### src/rtl/lsu_mem_if_pkg.sv
`default_nettype none
// ----------------------------------------------------------------------------
// lsu_mem_if_pkg : funct3 access-size encodings and LSU state type
// Rev 1.0
// ----------------------------------------------------------------------------
package lsu_mem_if_pkg;

  localparam int BYTE_LANES = 4;

  localparam logic [2:0] MEM_SIZE_B  = 3'b000;
  localparam logic [2:0] MEM_SIZE_H  = 3'b001;
  localparam logic [2:0] MEM_SIZE_W  = 3'b010;
  localparam logic [2:0] MEM_SIZE_BU = 3'b100;
  localparam logic [2:0] MEM_SIZE_HU = 3'b101;

  typedef enum logic [1:0] {
    ST_IDLE = 2'd0,
    ST_REQ  = 2'd1,
    ST_RESP = 2'd2,
    ST_DONE = 2'd3
  } lsu_state_e;

endpackage
`default_nettype wire

### src/rtl/lsu_align.sv
`default_nettype none
// ----------------------------------------------------------------------------
// lsu_align : byte-lane steering, byte enables, load extension and size checks
// Rev 1.0
// ----------------------------------------------------------------------------
module lsu_align
  import lsu_mem_if_pkg::*;
#(
  parameter int DATA_W = 32
) (
  input  logic [2:0]            size,
  input  logic [1:0]            addr_lo,
  input  logic                  write,
  input  logic [DATA_W-1:0]     wdata,
  input  logic [DATA_W-1:0]     rdata,
  output logic [BYTE_LANES-1:0] be,
  output logic [DATA_W-1:0]     wdata_steer,
  output logic [DATA_W-1:0]     rdata_ext,
  output logic                  misalign,
  output logic                  illegal
);

  logic [DATA_W-1:0] rdata_sh;

  // Addressed byte moved down to lane 0 before extension
  assign rdata_sh = rdata >> {addr_lo, 3'b000};

  always_comb begin
    be          = '0;
    wdata_steer = wdata;
    rdata_ext   = rdata_sh;
    misalign    = 1'b0;
    illegal     = 1'b0;
    case (size)
      MEM_SIZE_B, MEM_SIZE_BU: begin
        be          = 4'b0001 << addr_lo;
        wdata_steer = {(DATA_W/8){wdata[7:0]}};
        rdata_ext   = (size == MEM_SIZE_B) ?
                      {{(DATA_W-8){rdata_sh[7]}}, rdata_sh[7:0]} :
                      {{(DATA_W-8){1'b0}}, rdata_sh[7:0]};
      end
      MEM_SIZE_H, MEM_SIZE_HU: begin
        be          = addr_lo[1] ? 4'b1100 : 4'b0011;
        wdata_steer = {(DATA_W/16){wdata[15:0]}};
        rdata_ext   = (size == MEM_SIZE_H) ?
                      {{(DATA_W-16){rdata_sh[15]}}, rdata_sh[15:0]} :
                      {{(DATA_W-16){1'b0}}, rdata_sh[15:0]};
        misalign    = addr_lo[0];
      end
      MEM_SIZE_W: begin
        be       = 4'b1111;
        misalign = |addr_lo;
      end
      default: illegal = 1'b1;
    endcase
    // Unsigned sizes only exist for loads
    if (size[2] && write) illegal = 1'b1;
  end

endmodule
`default_nettype wire

### src/rtl/lsu_mem_if.sv
`default_nettype none
// ----------------------------------------------------------------------------
// lsu_mem_if : memory-stage load/store responder on a valid/ready data bus
// Rev 1.0
// ----------------------------------------------------------------------------
module lsu_mem_if
  import lsu_mem_if_pkg::*;
#(
  parameter int ADDR_W  = 32,
  parameter int DATA_W  = 32,
  parameter int TIMEOUT = 255
) (
  input  logic              clk,
  input  logic              rst_n,
  input  logic              req_valid,
  input  logic              req_write,
  input  logic [2:0]        req_size,
  input  logic [ADDR_W-1:0] req_addr,
  input  logic [DATA_W-1:0] req_wdata,
  output logic              stall,
  output logic [DATA_W-1:0] rd_data,
  output logic              rd_valid,
  output logic              misalign,
  output logic              fault,
  output logic              bus_req_valid,
  input  logic              bus_req_ready,
  output logic              bus_we,
  output logic [ADDR_W-1:0] bus_addr,
  output logic [3:0]        bus_be,
  output logic [DATA_W-1:0] bus_wdata,
  input  logic              bus_resp_valid,
  input  logic              bus_resp_err,
  input  logic [DATA_W-1:0] bus_rdata
);

  localparam int          CNT_W   = (TIMEOUT < 2) ? 1 : $clog2(TIMEOUT + 1);
  localparam logic [31:0] TO_LAST = 32'(TIMEOUT - 1);

  lsu_state_e        state_q, state_d;
  logic [CNT_W-1:0]  cnt_q, cnt_d;
  logic [2:0]        size_q, size_d;
  logic              write_q, write_d;
  logic [1:0]        addr_lo_q, addr_lo_d;
  logic              bus_req_valid_q, bus_req_valid_d;
  logic              bus_we_q, bus_we_d;
  logic [ADDR_W-1:0] bus_addr_q, bus_addr_d;
  logic [3:0]        bus_be_q, bus_be_d;
  logic [DATA_W-1:0] bus_wdata_q, bus_wdata_d;
  logic [DATA_W-1:0] rd_data_q, rd_data_d;
  logic              rd_valid_q, rd_valid_d;
  logic              fault_q, fault_d;

  logic              is_idle;
  logic [2:0]        size_sel;
  logic [1:0]        addr_lo_sel;
  logic              write_sel;
  logic [3:0]        algn_be;
  logic [DATA_W-1:0] algn_wdata;
  logic [DATA_W-1:0] algn_rdata;
  logic              algn_misalign;
  logic              algn_illegal;
  logic              accept;
  logic              timeout_hit;

  assign is_idle = (state_q == ST_IDLE);

  // The aligner sees the live request in IDLE and the latched access afterwards
  assign size_sel    = is_idle ? req_size      : size_q;
  assign addr_lo_sel = is_idle ? req_addr[1:0] : addr_lo_q;
  assign write_sel   = is_idle ? req_write     : write_q;

  lsu_align #(
    .DATA_W (DATA_W)
  ) u_align (
    .size        (size_sel),
    .addr_lo     (addr_lo_sel),
    .write       (write_sel),
    .wdata       (req_wdata),
    .rdata       (bus_rdata),
    .be          (algn_be),
    .wdata_steer (algn_wdata),
    .rdata_ext   (algn_rdata),
    .misalign    (algn_misalign),
    .illegal     (algn_illegal)
  );

  assign accept      = is_idle && req_valid && !algn_illegal && !algn_misalign;
  assign timeout_hit = (TIMEOUT != 0) && (32'(cnt_q) == TO_LAST);

  always_comb begin
    state_d         = state_q;
    cnt_d           = cnt_q;
    size_d          = size_q;
    write_d         = write_q;
    addr_lo_d       = addr_lo_q;
    bus_req_valid_d = bus_req_valid_q;
    bus_we_d        = bus_we_q;
    bus_addr_d      = bus_addr_q;
    bus_be_d        = bus_be_q;
    bus_wdata_d     = bus_wdata_q;
    rd_data_d       = rd_data_q;
    rd_valid_d      = 1'b0;
    fault_d         = 1'b0;
    case (state_q)
      ST_IDLE: begin
        if (accept) begin
          state_d         = ST_REQ;
          size_d          = req_size;
          write_d         = req_write;
          addr_lo_d       = req_addr[1:0];
          bus_req_valid_d = 1'b1;
          bus_we_d        = req_write;
          bus_addr_d      = {req_addr[ADDR_W-1:2], 2'b00};
          bus_be_d        = algn_be;
          bus_wdata_d     = algn_wdata;
        end
      end
      ST_REQ: begin
        if (bus_req_ready) begin
          state_d         = ST_RESP;
          bus_req_valid_d = 1'b0;
          cnt_d           = '0;
        end
      end
      ST_RESP: begin
        cnt_d = cnt_q + CNT_W'(1);
        // A response in the last allowed cycle still wins over the timeout
        if (bus_resp_valid) begin
          state_d = ST_DONE;
          if (bus_resp_err) begin
            fault_d = 1'b1;
          end else if (!write_q) begin
            rd_data_d  = algn_rdata;
            rd_valid_d = 1'b1;
          end
        end else if (timeout_hit) begin
          state_d = ST_DONE;
          fault_d = 1'b1;
        end
      end
      ST_DONE: state_d = ST_IDLE;
      default: state_d = ST_IDLE;
    endcase
  end

  always_ff @(posedge clk or negedge rst_n) begin
    if (!rst_n) begin
      state_q         <= ST_IDLE;
      cnt_q           <= '0;
      size_q          <= '0;
      write_q         <= 1'b0;
      addr_lo_q       <= '0;
      bus_req_valid_q <= 1'b0;
      bus_we_q        <= 1'b0;
      bus_addr_q      <= '0;
      bus_be_q        <= '0;
      bus_wdata_q     <= '0;
      rd_data_q       <= '0;
      rd_valid_q      <= 1'b0;
      fault_q         <= 1'b0;
    end else begin
      state_q         <= state_d;
      cnt_q           <= cnt_d;
      size_q          <= size_d;
      write_q         <= write_d;
      addr_lo_q       <= addr_lo_d;
      bus_req_valid_q <= bus_req_valid_d;
      bus_we_q        <= bus_we_d;
      bus_addr_q      <= bus_addr_d;
      bus_be_q        <= bus_be_d;
      bus_wdata_q     <= bus_wdata_d;
      rd_data_q       <= rd_data_d;
      rd_valid_q      <= rd_valid_d;
      fault_q         <= fault_d;
    end
  end

  // Rejected accesses report in the same IDLE cycle; bus-side faults show up in DONE
  assign stall         = accept || (state_q == ST_REQ) || (state_q == ST_RESP);
  assign misalign      = is_idle && req_valid && !algn_illegal && algn_misalign;
  assign fault         = fault_q || (is_idle && req_valid && algn_illegal);
  assign rd_valid      = rd_valid_q;
  assign rd_data       = rd_data_q;
  assign bus_req_valid = bus_req_valid_q;
  assign bus_we        = bus_we_q;
  assign bus_addr      = bus_addr_q;
  assign bus_be        = bus_be_q;
  assign bus_wdata     = bus_wdata_q;

endmodule
`default_nettype wire

### config.mk
export PLATFORM = sky130hd
export DESIGN_NAME = lsu_mem_if
export DESIGN_NICKNAME = d
export VERILOG_FILES = /design/src/rtl/lsu_mem_if_pkg.sv /design/src/rtl/lsu_align.sv /design/src/rtl/lsu_mem_if.sv
export SDC_FILE = /design/constraint.sdc
export NUM_CORES = 1
export LEC_CHECK = 0
export CAP_MARGIN = 20
export CORE_MARGIN = 2
export CORE_UTILIZATION = 45
export CTS_CLUSTER_SIZE = 8
export DETAILED_ROUTE_END_ITERATION = 10
export GPL_TIMING_DRIVEN = 0
export PLACE_DENSITY_LB_ADDON = 0.08
export SETUP_SLACK_MARGIN = 0.2
export SYNTH_ARGS = -nofsm -noshare
export SYNTH_HDL_FRONTEND = slang
export SYNTH_SLANG_ARGS = --single-unit
### constraint.sdc
create_clock -name clk -period 2.74 [get_ports clk]
set_input_delay 0.274 -clock clk [delete_from_list [all_inputs] [get_ports clk]]
set_output_delay 0.274 -clock clk [all_outputs]
set_load 0.02 [all_outputs]
Word level (Yosys, flattened, before mapping)
Index checks and enable logic that the tools add are counted.

Word-level logic and storage cells: 82. Memories kept: 0. ROM bits: 0. Flip-flop bits (word level): 117. Output and inout bits: 106. Input bits: 106. Bits in writable memories: 0. Latch bits: 0.

Reduce and logical (&&, ||, !) cells: 24. Multiply operators: 0. Bitwise logic cells: 2. Add/subtract/negate cells: 1. Magnitude comparators: 0. Eq/ne operators: 11. Divide/modulo/power cells: 0. Multiplexer cells: 30. Shifts and indexed selects: 2.

Operators with widths (count): 32-bit case mux with 2 select lines (2); 32-bit two-way mux (2); 32-bit by 5-bit >> shifter with 32-bit output (1); 8-bit case mux with 2 select lines (1); 1-bit two-way mux (13); 4-bit case mux with 3 select lines (1); 2-bit two-way mux (5); 8-bit by 1-bit adder with 8-bit output, second input constant (1); 8-bit == test, second input constant (1); 8-bit two-way mux (1); 2-bit case mux with 4 select lines (1); 3-bit == test, second input constant (2); 1-bit logical AND (6); 3-bit AND reduction (2); 2-bit OR reduction (3); 5-bit OR reduction (1); 2-bit == test, second input constant (2); 4-bit two-way mux (1); 1-bit case mux with 2 select lines (2); 2-bit AND reduction (2); 4-bit AND reduction (1); 2-bit nonzero test (2); 1-bit by 2-bit << shifter with 4-bit output, first input constant (1); 3-bit by 1-bit == test with 1-bit output, second input constant (1); other kinds (11) (15).

Longest topological paths before layout
Gate-level depths: netlist of the first run.

Depth in word-level cells: 11. Gate-level depth with buffers: 11. Gate-level depth less buffers: 7.

Modules after synthesis
From an unflattened synthesis of the first run, not the netlist that was laid out.

Cells, all modules: 500. Area, all modules: 6037.0 µm².

Modules (own cells, without submodules): lsu_mem_if (cells each 315, area each 4774.6 µm², seq. area each 2927.8 µm², instances 1); lsu_align (cells each 185, area each 1262.5 µm², seq. area each 0.0 µm², instances 1).

Least setup slack after synthesis of the first run
No wires, ideal clock.

Kind: register to output. From: reg state_q[0]. To: out fault. Required time: 2466 ps. Slack: 623 ps. Stages on the path, launching flop included: 11. Buffers on the path: 4. Arrival time: 1843 ps. Cells stage by stage: dfrtp_1 -> inv_1 -> ha_1 -> buf_6 -> buf_12 -> buf_6 -> nand2_1 -> a21boi_1 -> buf_2 -> o21ai_0 -> a31o_2.

Longest elaborated chain between the ends: 8. Elaborated cells on any way between the ends: 15. Classes of those cells: eq/ne: 4; mux: 4; reduce/logical: 7.

Ends and longest elaborated chain: start: declaration (RTL line lsu_mem_if.sv:39) `lsu_state_e state_q, state_d;`; start signal: assignment (RTL line lsu_mem_if.sv:162) `state_q <= state_d;`; 2-bit logical NOT (*) (RTL line lsu_mem_if.sv:65) `assign is_idle = (state_q == ST_IDLE);`; 3-bit two-way mux (RTL line lsu_mem_if.sv:68) `assign size_sel = is_idle ? req_size : size_q;`; 3-bit == test (tied with other cells) (RTL line lsu_align.sv:34) `case (size)`; 5-bit OR reduction (no source line); 1-bit two-way mux (RTL line lsu_align.sv:34); 1-bit two-way mux (RTL line lsu_align.sv:57) `if (size[2] && write) illegal = 1'b1;`; 1-bit logical AND (*) (RTL line lsu_mem_if.sv:181) `assign fault = fault_q || (is_idle && req_valid && algn_illegal);`; 1-bit logical OR (*) (RTL line lsu_mem_if.sv:181); end: declaration (RTL line lsu_mem_if.sv:24) `output logic fault,`.

Mark *: on every way between the ends. The rest lies on a longest branch, timed or not.

Worst setup path after layout of the first run
Ends and elaborated chain as after synthesis.

==> run_results.csv, run 1 <==
group,metric,value,unit
timing,clock.fmax,0.403,GHz
cts,clkLatencyLatePin,0.42,ns
pwr,cellPowerDensity,1250,nW/µm²
detailed_routing,first_pass_iters,5,
timing,skew,0.00736,ns
detailed_routing,vias,5607,
floorplanning,num_rows,41,
grt,met3_usage,0.0788,
synthesis,ys_top_cells_by_count,"234 x nand2_1, 117 x dfrtp_1, 41 x nor2_1",
synthesis,ys.flop_type,"dfrtp_1",
synthesis,synth_edf_count,0,
grt,grt_max_degree,68,
timing,maxSlewHeadroom,0.505,
setup_path,reg2reg_depth,11,
cts,cts_made_buffers,17,
grt,grt_util_met2,0.426,
placement,hpwl,13000,µm
floorplanning,pin_count,212,
detailed_routing,viasPerCell,5.16,
timing,timing.final.crit_share,0.907,
timing,timing.final.crit_period,2.48,ns
cts,cts_root_buffer,"clkbuf_16",
cts,cts.htree.levels,4,
grt,top_usage_layer,"met2",
synthesis,yosysMostFrequentCell,"nand2_1",
floorplanning,core_area,12600,µm²
setup_path,start_kind,"flop",
finish,syn2layout_area_growth,55.2,%
floorplanning,die_w,117,µm
cts,cts_buffer_depth,2,
setup_path,path_class,"reg2out",
grt,grt-ovfl-total,0,
detailed_routing,wl_per_cell,16.3,µm
synthesis,ys_seq_area_frac,0.507,
setup_path,worst-endpoint-arrival,2.21,ns
detailed_routing,antenna_left,0,
placement,place.port_buffers,209,
floorplanning,initial_core_util,0.460,
synthesis,syn_area,5780,µm²
run,cap_violations,0,
timing,worst_slew_pin_slew,0.735,ns
setup_path,r2r_end,"rd_data[22]",
synthesis,synth_cell_types,49,
grt,grtUsageMet1,0.330,
cts,cts_tree,"done",
floorplanning,chipHeight,117,µm
detailed_routing,wl,17700,µm
detailed_routing,drt_iter0_markers,377,
setup_path,reg2reg_from,"state_q[0]",
placement,pre_cts_ws,-0.152,ns
placement,gp_congestion,0.922,
timing,hold_slack,0.366,ns
synthesis,yosysTopAreaCell,"dfrtp_1",
finish,fin_nets,1014,
hold_path,hold_path_class,"in2async",
timing,setup_violations,0,
timing,rsz0062_at_grt,"yes",
cts,clkSinkCount,117,
synthesis,synth_area_leaders,"dfrtp_1 51%, nand2_1 15%, mux2i_1 6.1%",
grt,antenna_found_initial,0,
synthesis,synth_top_area_share,0.507,
setup_path,reg2reg_slack,0.28,ns
placement,place_area,8120,µm²
timing,drv_slew,0,
pwr,power_leakage,0.00413,µW
finish,drive_gt1_frac,0.119,
grt,grt_pass1_vias,5696,
finish,num_antenna_cells,0,
pwr,ir_drop,0.000602,V
outcome,status,"complete, no violations",
synthesis,avgSynthCellArea,8.82,µm²
synthesis,async_flop_share,1.00,
pwr,finalPower,11200,µW
grt,grt_pass1_wl,29100,µm
floorplanning,fp.dieArea,13800,µm²
timing,finalSetupTns,0,ns
setup_path,crit_path_max_fanout,7,
detailed_routing,drc,0,
timing,finalHoldViolations,0,
synthesis,synth_cells,655,
synthesis,yosysWarnings,0,
timing,setup_ws,0.256,ns
grt,track_usage,0.264,
setup_path,cp.required,2.47,ns
finish,design_area,8970,µm²
setup_path,worstSetupEndpointType,"output pin",
synthesis,synth-seq-cells,117,
cts,clkTransAtPathRegs,0.05,ns
power breakdown:
group | switching [µW] | leakage (µW) | internal (µW)
combinational | 3220 | 0.00238 | 2710
clock | 771 | 0.000298 | 1510
sequential | 478 | 0.00145 | 2490
total | 4470 | 0.00413 | 6710
state kept, by name (all words and copies together) (netlist names):
register	cells
bus_we	1
bus_be	4
bus_addr	30
cnt_q	8
state_q	2
addr_lo_q	2
bus_wdata	32
rd_valid	1
size_q	3
rd_data	32
fault_q	1
bus_req_valid	1
cells by family after synthesis:
group,after synthesis,synth area share
other cells,1,0.000649
mux,41,0.0760
flops,117,0.507
fa+ha+maj,5,0.0108
compound gates,121,0.133
xor+xnor,1,0.00152
buf+inv,48,0.0461
simple gates,321,0.226
layout make-up:
| cell class | count | area (µm²) |
|---|---|---|
| fillers | 988 | 3600 |
| flip-flops and latches | 117 | 2930 |
| multi-input cells | 491 | 2680 |
| repair buffers | 228 | 2250 |
| clock buffers | 22 | 484 |
| plain buffers | 41 | 254 |
| well taps | 172 | 215 |
| clock inverters | 9 | 125 |
| inverters | 7 | 30.0 |
placed cells by master, fill, tap and decap left out, drive strengths merged, types with 4 or more instances in the layout:
master,netlist,final
buf,28,51
nand2b,11,11
nor2,41,41
mux2,4,4
clkinv,0,4
clkbuf,13,34
dfrtp,117,117
nand2,234,234
a21oi,35,35
a31oi,21,21
inv,7,6
ha,5,5
clkdlybuf4s50,0,205
mux2i,37,37
o21ai,41,41
o2bb2ai,8,8
nand3,19,19
worst max-delay path: stages, from the launching register on:
cell	delay, ns
dfrtp_1	0.36
inv_2	0.07
ha_4	0.16
buf_6	0.13
buf_12	0.12
buf_8	0.12
nand2_2	0.08
a21boi_4	0.21
buf_6	0.13
o21ai_1	0.07
a31o_2	0.21
buf_6	0.13
per-stage QoR:
step | util | instances
6_report | 0.714 | 1087
5_1_grt | 0.714 | 1087
4_1_cts | 0.705 | 1080
3_5_place_dp | 0.646 | 1038
3_3_place_gp | 0.644 | 1037
2_1_floorplan | - | 656
how the worst max path moves through the flow:
stage,cells after the start,startpoint,slack (ns),end
finish,11,state_q[0],0.26,fault
global route,11,state_q[0],0.16,rd_data[22]
CTS,11,state_q[0],0.17,fault
detailed placement,11,state_q[0],-0.15,fault
global placement,1,rst_n,-3.11,bus_addr[15]
floorplan,10,state_q[0],0.62,fault
timing repair:
action | in CTS | in global routing
hold endpoints to repair | 50 | 0
resized for setup | 26 | 15
hold buffers | 1 | 0
gates cloned | 0 | 0
buffers inserted | 10 | 7
pin swaps | 2 | 3
endpoints found under the setup margin | 3 | 13
layer usage:
metal	share of wire	routed length, µm	vias to the layer above
met1	0.42	7430	2644
met3	0.073	1300	44
li1	-	-	2691
met4	0.030	535	0
met2	0.48	8440	228
met5	0	0	-
Note: power is estimated with default switching activity, not from simulation.
==> inputs of run 2 (changes only) <==
--- a/config.mk
+++ b/config.mk
@@ -5,6 +5,7 @@
 export SDC_FILE = /design/constraint.sdc
 export NUM_CORES = 1
 export LEC_CHECK = 0
+export ABC_AREA = 1
 export CAP_MARGIN = 20
 export CORE_MARGIN = 2
 export CORE_UTILIZATION = 45
==> run_results.csv, run 2 <==
group,metric,value,unit
detailed_routing,drt_iter0_markers,457,
cts,clkTransAtPathRegs,0.06,ns
timing,setup_ws,0.232,ns
setup_path,crit_path_cell_trace,"inv_2 > ha_4 > inv_4 > buf_4 > nand2_1 > nand2_2 > nand2_2 > nand2_2 > nand2_4 > nor2_4 > nand2_4 > buf_12 > buf_8 > nand2_2 > buf_6",
synthesis,synth_edf_count,0,
synthesis,synth_cells,758,
grt,track_usage,0.252,
grt,grt_max_degree,82,
placement,place_inst,1141,
setup_path,worstSetupEndpointType,"output pin",
cts,cts.htree.levels,4,
timing,setup_violations,0,
setup_path,start_kind,"flop",
pwr,power_leakage,0.00447,µW
pwr,seqPwrFrac,0.247,
pwr,combPwrFrac,0.564,
finish,fin_nets,1123,
floorplanning,core_area,12700,µm²
synthesis,avgSynthCellArea,7.77,µm²
timing,rsz0062_at_grt,"yes",
timing,drv_slew,0,
setup_path,critical_path.max_stage_delay,0.37,ns
outcome,status,"complete, no violations",
run,cap_violations,0,
placement,gp_congestion,0.946,
timing,finalHoldViolations,0,
detailed_routing,viasPerCell,4.93,
synthesis,synth_area_leaders,"dfrtp_1 50%, nand2_1 19%, o21ai_0 6.4%",
synthesis,yosys.area_share.simple,0.276,
detailed_routing,antenna_left,0,
synthesis,yosysWarnings,0,
cts,clkLatencyLatePin,0.42,ns
detailed_routing,vias,5893,
cts,cts_root_buffer,"clkbuf_16",
grt,grt_pass1_wl,28200,µm
synthesis,synthMuxAreaShare,0,
synthesis,synth_fa_ha_area_frac,0.0106,
synthesis,ys_top_cells_by_count,"306 x nand2_1, 117 x dfrtp_1, 75 x o21ai_0",
grt,grt-ovfl-total,0,
hold_path,hold_path_class,"in2async",
timing,clock.fmax,0.399,GHz
pwr,p_sw_frac,0.421,
floorplanning,pin_count,212,
floorplanning,die_w,118,µm
synthesis,ys.flop_type,"dfrtp_1",
synthesis,synth_cell_types,35,
synthesis,synth_top_area_share,0.497,
setup_path,path_delay_family,"simple AND/OR/NAND/NOR gates",
pwr,ir_drop,0.000596,V
synthesis,yosysMostFrequentCell,"nand2_1",
detailed_routing,wl_per_cell,14.6,µm
detailed_routing,wl,17500,µm
grt,antenna_found_initial,0,
synthesis,async_flop_share,1.00,
setup_path,path_buf_inv,6,
synthesis,ys_seq_area_frac,0.497,
floorplanning,chipHeight,118,µm
setup_path,crit_path_max_fanout,8,
timing,timing.final.crit_share,0.915,
finish,final_cell_mix,"300 x nand2_1, 205 x clkdlybuf4s50_1, 117 x dfrtp_1, 75 x o21ai_0, 58 x inv_1",
setup_path,path_class,"reg2out",
floorplanning,num_rows,41,
setup_path,slowest_stage,"dfrtp_1",
synthesis,syn_area,5890,µm²
grt,grt_pass1_vias,5601,
timing,timing.final.crit_period,2.51,ns
setup_path,reg2reg_slack,0.49,ns
pwr,pwr-share-clk,0.189,
placement,place.port_buffers,209,
synthesis,synth-seq-cells,117,
setup_path,timing.critical_path.mode_cell,"nand2_2",
timing,skew,0.0111,ns
synthesis,yosysTopAreaCell,"dfrtp_1",
synthesis,synth_xor_area_frac,0.00297,
synthesis,synth_compound_area_frac,0.124,
timing,hold_slack,0.334,ns
finish,num_antenna_cells,0,
placement,pre_cts_ws,-0.0924,ns
floorplanning,initial_core_util,0.463,
finish,syn2layout_area_growth,54.2,%
detailed_routing,drc,0,
pwr,switchingPower,4930,µW
finish,drive_gt1_frac,0.136,
pwr,p_int,6790,µW
setup_path,cp.required,2.47,ns
cts,cts_tree,"done",
finish,layout.cells.most_common,"nand2_1",
cts,cts_buffer_depth,2,
cts,cts_made_buffers,17,
pwr,cellPowerDensity,1290,nW/µm²
synthesis,synth_top_family_by_area,"simple AND/OR/NAND/NOR gates",
finish,fin_cells,1196,
placement,hpwl,12600,µm
setup_path,worst-endpoint-arrival,2.23,ns
floorplanning,fp.dieArea,14000,µm²
detailed_routing,first_pass_iters,6,
cts,clkSinkCount,117,
==> run 2: cell count changes in the layout (fill, tap and decap cells not counted), sizes merged, moves of 4 or more <==
cell	before	now
or2	0	16
a21oi	35	25
buf	51	55
nand3	19	25
mux2i	37	0
a22oi	0	7
o2bb2ai	8	0
o21ai	41	81
inv	6	67
a31oi	21	12
nand2	234	313
nand2b	11	0
mux2	4	0
nor2	41	34
==> run 2: final cells by class <==
type,instances,area (µm²)
flip-flops and latches,117,2930
fillers,1072,3630
plain buffers,39,287
well taps,172,215
inverters,67,256
repair buffers,234,2300
clock buffers,22,494
clock inverters,9,100
multi-input cells,536,2510
==> run 2: cells by family after synthesis <==
family,count (synthesis)
AND/OR/NAND/NOR,396
AO/OA/AOI/OAI,131
flip-flops,117
buffers and inverters,106
adder cells (fa/ha/maj),5
XOR/XNOR,2
other,1
==> run 2: path summary, 6_finish.rpt <==
check | cells past startpoint | from | to
setup / recovery | 15 | state_q[0] | stall
hold / removal | 2 | rst_n | bus_be[1]
setup reg to reg | 15 | state_q[0] | bus_wdata[2]
hold reg to reg | 2 | bus_wdata[19] | bus_wdata[19]
max in group asynchronous | 3 | rst_n | rd_data[28]
min in group clk | 3 | req_addr[29] | bus_addr[29]
==> run 2: worst reg2reg max path: cells and delay by family, from the launching register on <==
kind / cells / cell delay (ns)
flip-flops: 1 / 0.40
adder cells (fa/ha/maj): 1 / 0.17
AND/OR/NAND/NOR: 7 / 0.55
buffers and inverters: 6 / 0.83
AO/OA/AOI/OAI: 1 / 0.15
==> run 2: routing by layer <==
| layer | track usage | vias to the layer above | wire, µm |
|---|---|---|---|
| met5 | 0 | - | 0 |
| met4 | 0.0856 | 0 | 380 |
| met3 | 0.0695 | 33 | 1360 |
| met2 | 0.401 | 224 | 8110 |
| met1 | 0.333 | 2726 | 7610 |
| li1 | - | 2910 | - |
==> run 2: timing repair <==
action	CTS	global route
hold buffers	1	0
gates resized for setup	16	19
endpoints found under the setup margin	3	3
buffers inserted	4	19
endpoints found under the hold margin	36	0
pin swaps	1	8
==> run 2: power by group through the flow <==
stage | sequential, µW | combinational (µW) | clock (µW)
finish | 2900 | 6610 | 2220
global route | 3000 | 7210 | 2320
CTS | 2910 | 6270 | 2230
detailed placement | 2920 | 6140 | 0
global placement | 2910 | 6070 | 0
floorplan | 3720 | 2890 | 0
==> run 2: per-stage QoR <==
step	utilization	power, µW	TNS, ns	area [µm²]
6_report	0.714	11700	0	9090
5_1_grt	0.714	12500	0	9090
4_1_cts	0.699	11400	0	8900
3_5_place_dp	0.647	9050	-0.0924	8230
3_3_place_gp	0.645	8970	-362.90	8200
2_1_floorplan	-	6610	0	5900
==> inputs of run 3 (changes only) <==
--- a/config.mk
+++ b/config.mk
@@ -7,8 +7,10 @@
 export LEC_CHECK = 0
 export ABC_AREA = 1
 export CAP_MARGIN = 20
+export CELL_PAD_IN_SITES_DETAIL_PLACEMENT = 1
+export CELL_PAD_IN_SITES_GLOBAL_PLACEMENT = 2
 export CORE_MARGIN = 2
-export CORE_UTILIZATION = 45
+export CORE_UTILIZATION = 25
 export CTS_CLUSTER_SIZE = 8
 export DETAILED_ROUTE_END_ITERATION = 10
 export GPL_TIMING_DRIVEN = 0
==> run_results.csv, run 3 (synthesis gave the netlist of run 2 again) <==
group,metric,value,unit
outcome,status,"complete, no violations",
finish,fin_nets,1117,
detailed_routing,vias,5800,
timing,rsz0062_at_grt,"yes",
finish,design_area,9320,µm²
pwr,ir_drop,0.000520,V
setup_path,worstSetupEndpointType,"output pin",
setup_path,cp.required,2.47,ns
placement,gp_congestion,0.756,
timing,worst_slew_pin_slew,0.622,ns
cts,clkLatencyLatePin,0.42,ns
cts,cts_tree,"done",
grt,top_usage_layer,"met2",
pwr,power_leakage,0.00448,µW
pwr,finalPower,12300,µW
hold_path,hold_path_depth,3,
timing,setup_ws,0.240,ns
setup_path,path_class,"reg2out",
timing,timing.final.crit_share,0.912,
grt,grt_pass1_vias,6062,
setup_path,worst-endpoint-arrival,2.23,ns
finish,syn2layout_area_growth,58.1,%
setup_path,crit_path_max_fanout,9,
detailed_routing,wl,22000,µm
floorplanning,pin_count,212,
setup_path,start_kind,"flop",
grt,grt_max_degree,61,
finish,num_antenna_cells,0,
timing,maxSlewHeadroom,0.585,
grt,met3_usage,0.0504,
floorplanning,initial_core_util,0.253,
timing,setup_violations,0,
cts,cts_buffer_depth,2,
placement,place_inst,1288,
grt,grt_pass1_wl,34400,µm
cts,cts.htree.levels,4,
run,cap_violations,0,
cts,cts_root_buffer,"clkbuf_16",
cts,clkTransAtPathRegs,0.06,ns
cts,cts_made_buffers,17,
detailed_routing,wl_per_cell,16.4,µm
floorplanning,core_area,23300,µm²
finish,fin_cells,1338,
finish,layout.cells.most_common,"nand2_1",
detailed_routing,antenna_left,0,
floorplanning,fp.dieArea,24800,µm²
detailed_routing,drt_iter0_markers,265,
placement,place.port_buffers,209,
hold_path,hold_path_class,"in2reg",
timing,finalHoldViolations,0,
setup_path,reg2reg_depth,14,
placement,hpwl,16600,µm
grt,track_usage,0.182,
finish,drive_gt1_frac,0.134,
timing,timing.final.crit_period,2.50,ns
detailed_routing,viasPerCell,4.33,
floorplanning,chipHeight,158,µm
finish,final_cell_mix,"297 x nand2_1, 205 x clkdlybuf4s50_1, 117 x dfrtp_1, 75 x o21ai_0, 58 x inv_1",
placement,pre_cts_ws,-0.243,ns
grt,grt-ovfl-total,0,
timing,drv_slew,0,
floorplanning,die_w,158,µm
cts,clkSinkCount,117,
detailed_routing,drc,0,
timing,clock.fmax,0.400,GHz
grt,antenna_found_initial,1,
detailed_routing,first_pass_iters,4,
pwr,cellPowerDensity,1320,nW/µm²
grt,grt_util_met2,0.279,
floorplanning,num_rows,56,
placement,place_area,8420,µm²
timing,skew,0.0118,ns
grt,grtUsageMet1,0.253,
run 3: final cells by class:
| type | instances | area, µm² |
|---|---|---|
| fill | 2797 | 14000 |
| sequential | 117 | 2930 |
| multi-input combinational | 536 | 2510 |
| timing repair buffer | 228 | 2250 |
| clock buffer | 18 | 439 |
| tap | 319 | 399 |
| buffer | 39 | 288 |
| inverter | 67 | 256 |
| clock inverter | 14 | 245 |
run 3: power breakdown:
part	switching, µW	leakage [µW]	total (µW)	internal (µW)
sequential	404	0.00147	2900	2500
clock	892	0.000332	2640	1740
combinational	3920	0.00268	6730	2810
total	5210	0.00448	12300	7060
run 3: layer usage:
| metal | routed length [µm] | share of wire | vias to the layer above |
|---|---|---|---|
| li1 | - | - | 2892 |
| met1 | 10700 | 0.49 | 2743 |
| met2 | 9760 | 0.44 | 143 |
| met3 | 1250 | 0.057 | 20 |
| met4 | 295 | 0.013 | 2 |
| met5 | 13 | 0.00059 | - |
run 3: worst paths after layout:
| path | slack (ns) | from | endpoint |
|---|---|---|---|
| setup / recovery | 0.24 | state_q[0] | stall |
| hold / removal | 0.40 | req_addr[20] | bus_addr[20] |
| setup reg to reg | 0.46 | state_q[0] | rd_data[29] |
| hold reg to reg | 0.48 | bus_addr[5] | bus_addr[5] |
| max in group asynchronous | 1.59 | rst_n | rd_data[16] |
| min in group asynchronous | 0.41 | rst_n | bus_wdata[11] |
run 3: critical path: stages, from the launching register on:
cell and delay (ns):
dfrtp_1 0.39, inv_2 0.07, ha_4 0.18, buf_8 0.13, buf_4 0.13, nand2_2 0.06
nand2_4 0.08, nor2_4 0.13, inv_2 0.05, nand2_2 0.08, nand2_4 0.07, buf_12 0.14
buf_8 0.12, nand2_2 0.05, buf_6 0.11
run 3: through the flow:
stage | hold slack [ns] | setup TNS, ns | util
4_1_cts | 0.383 | 0 | 0.393
6_report | 0.398 | 0 | 0.399
3_3_place_gp | 0.461 | -446.63 | 0.360
2_1_floorplan | -0.0216 | 0 | -
5_1_grt | 0.392 | 0 | 0.399
3_5_place_dp | 0.311 | -0.243 | 0.361
run 3: timing repair:
action,in CTS,in global routing
resized for setup,21,20
setup endpoints to repair,3,22
buffers inserted,4,13
endpoints found under the hold margin,59,0
hold buffers,1,0
pin swaps,2,8
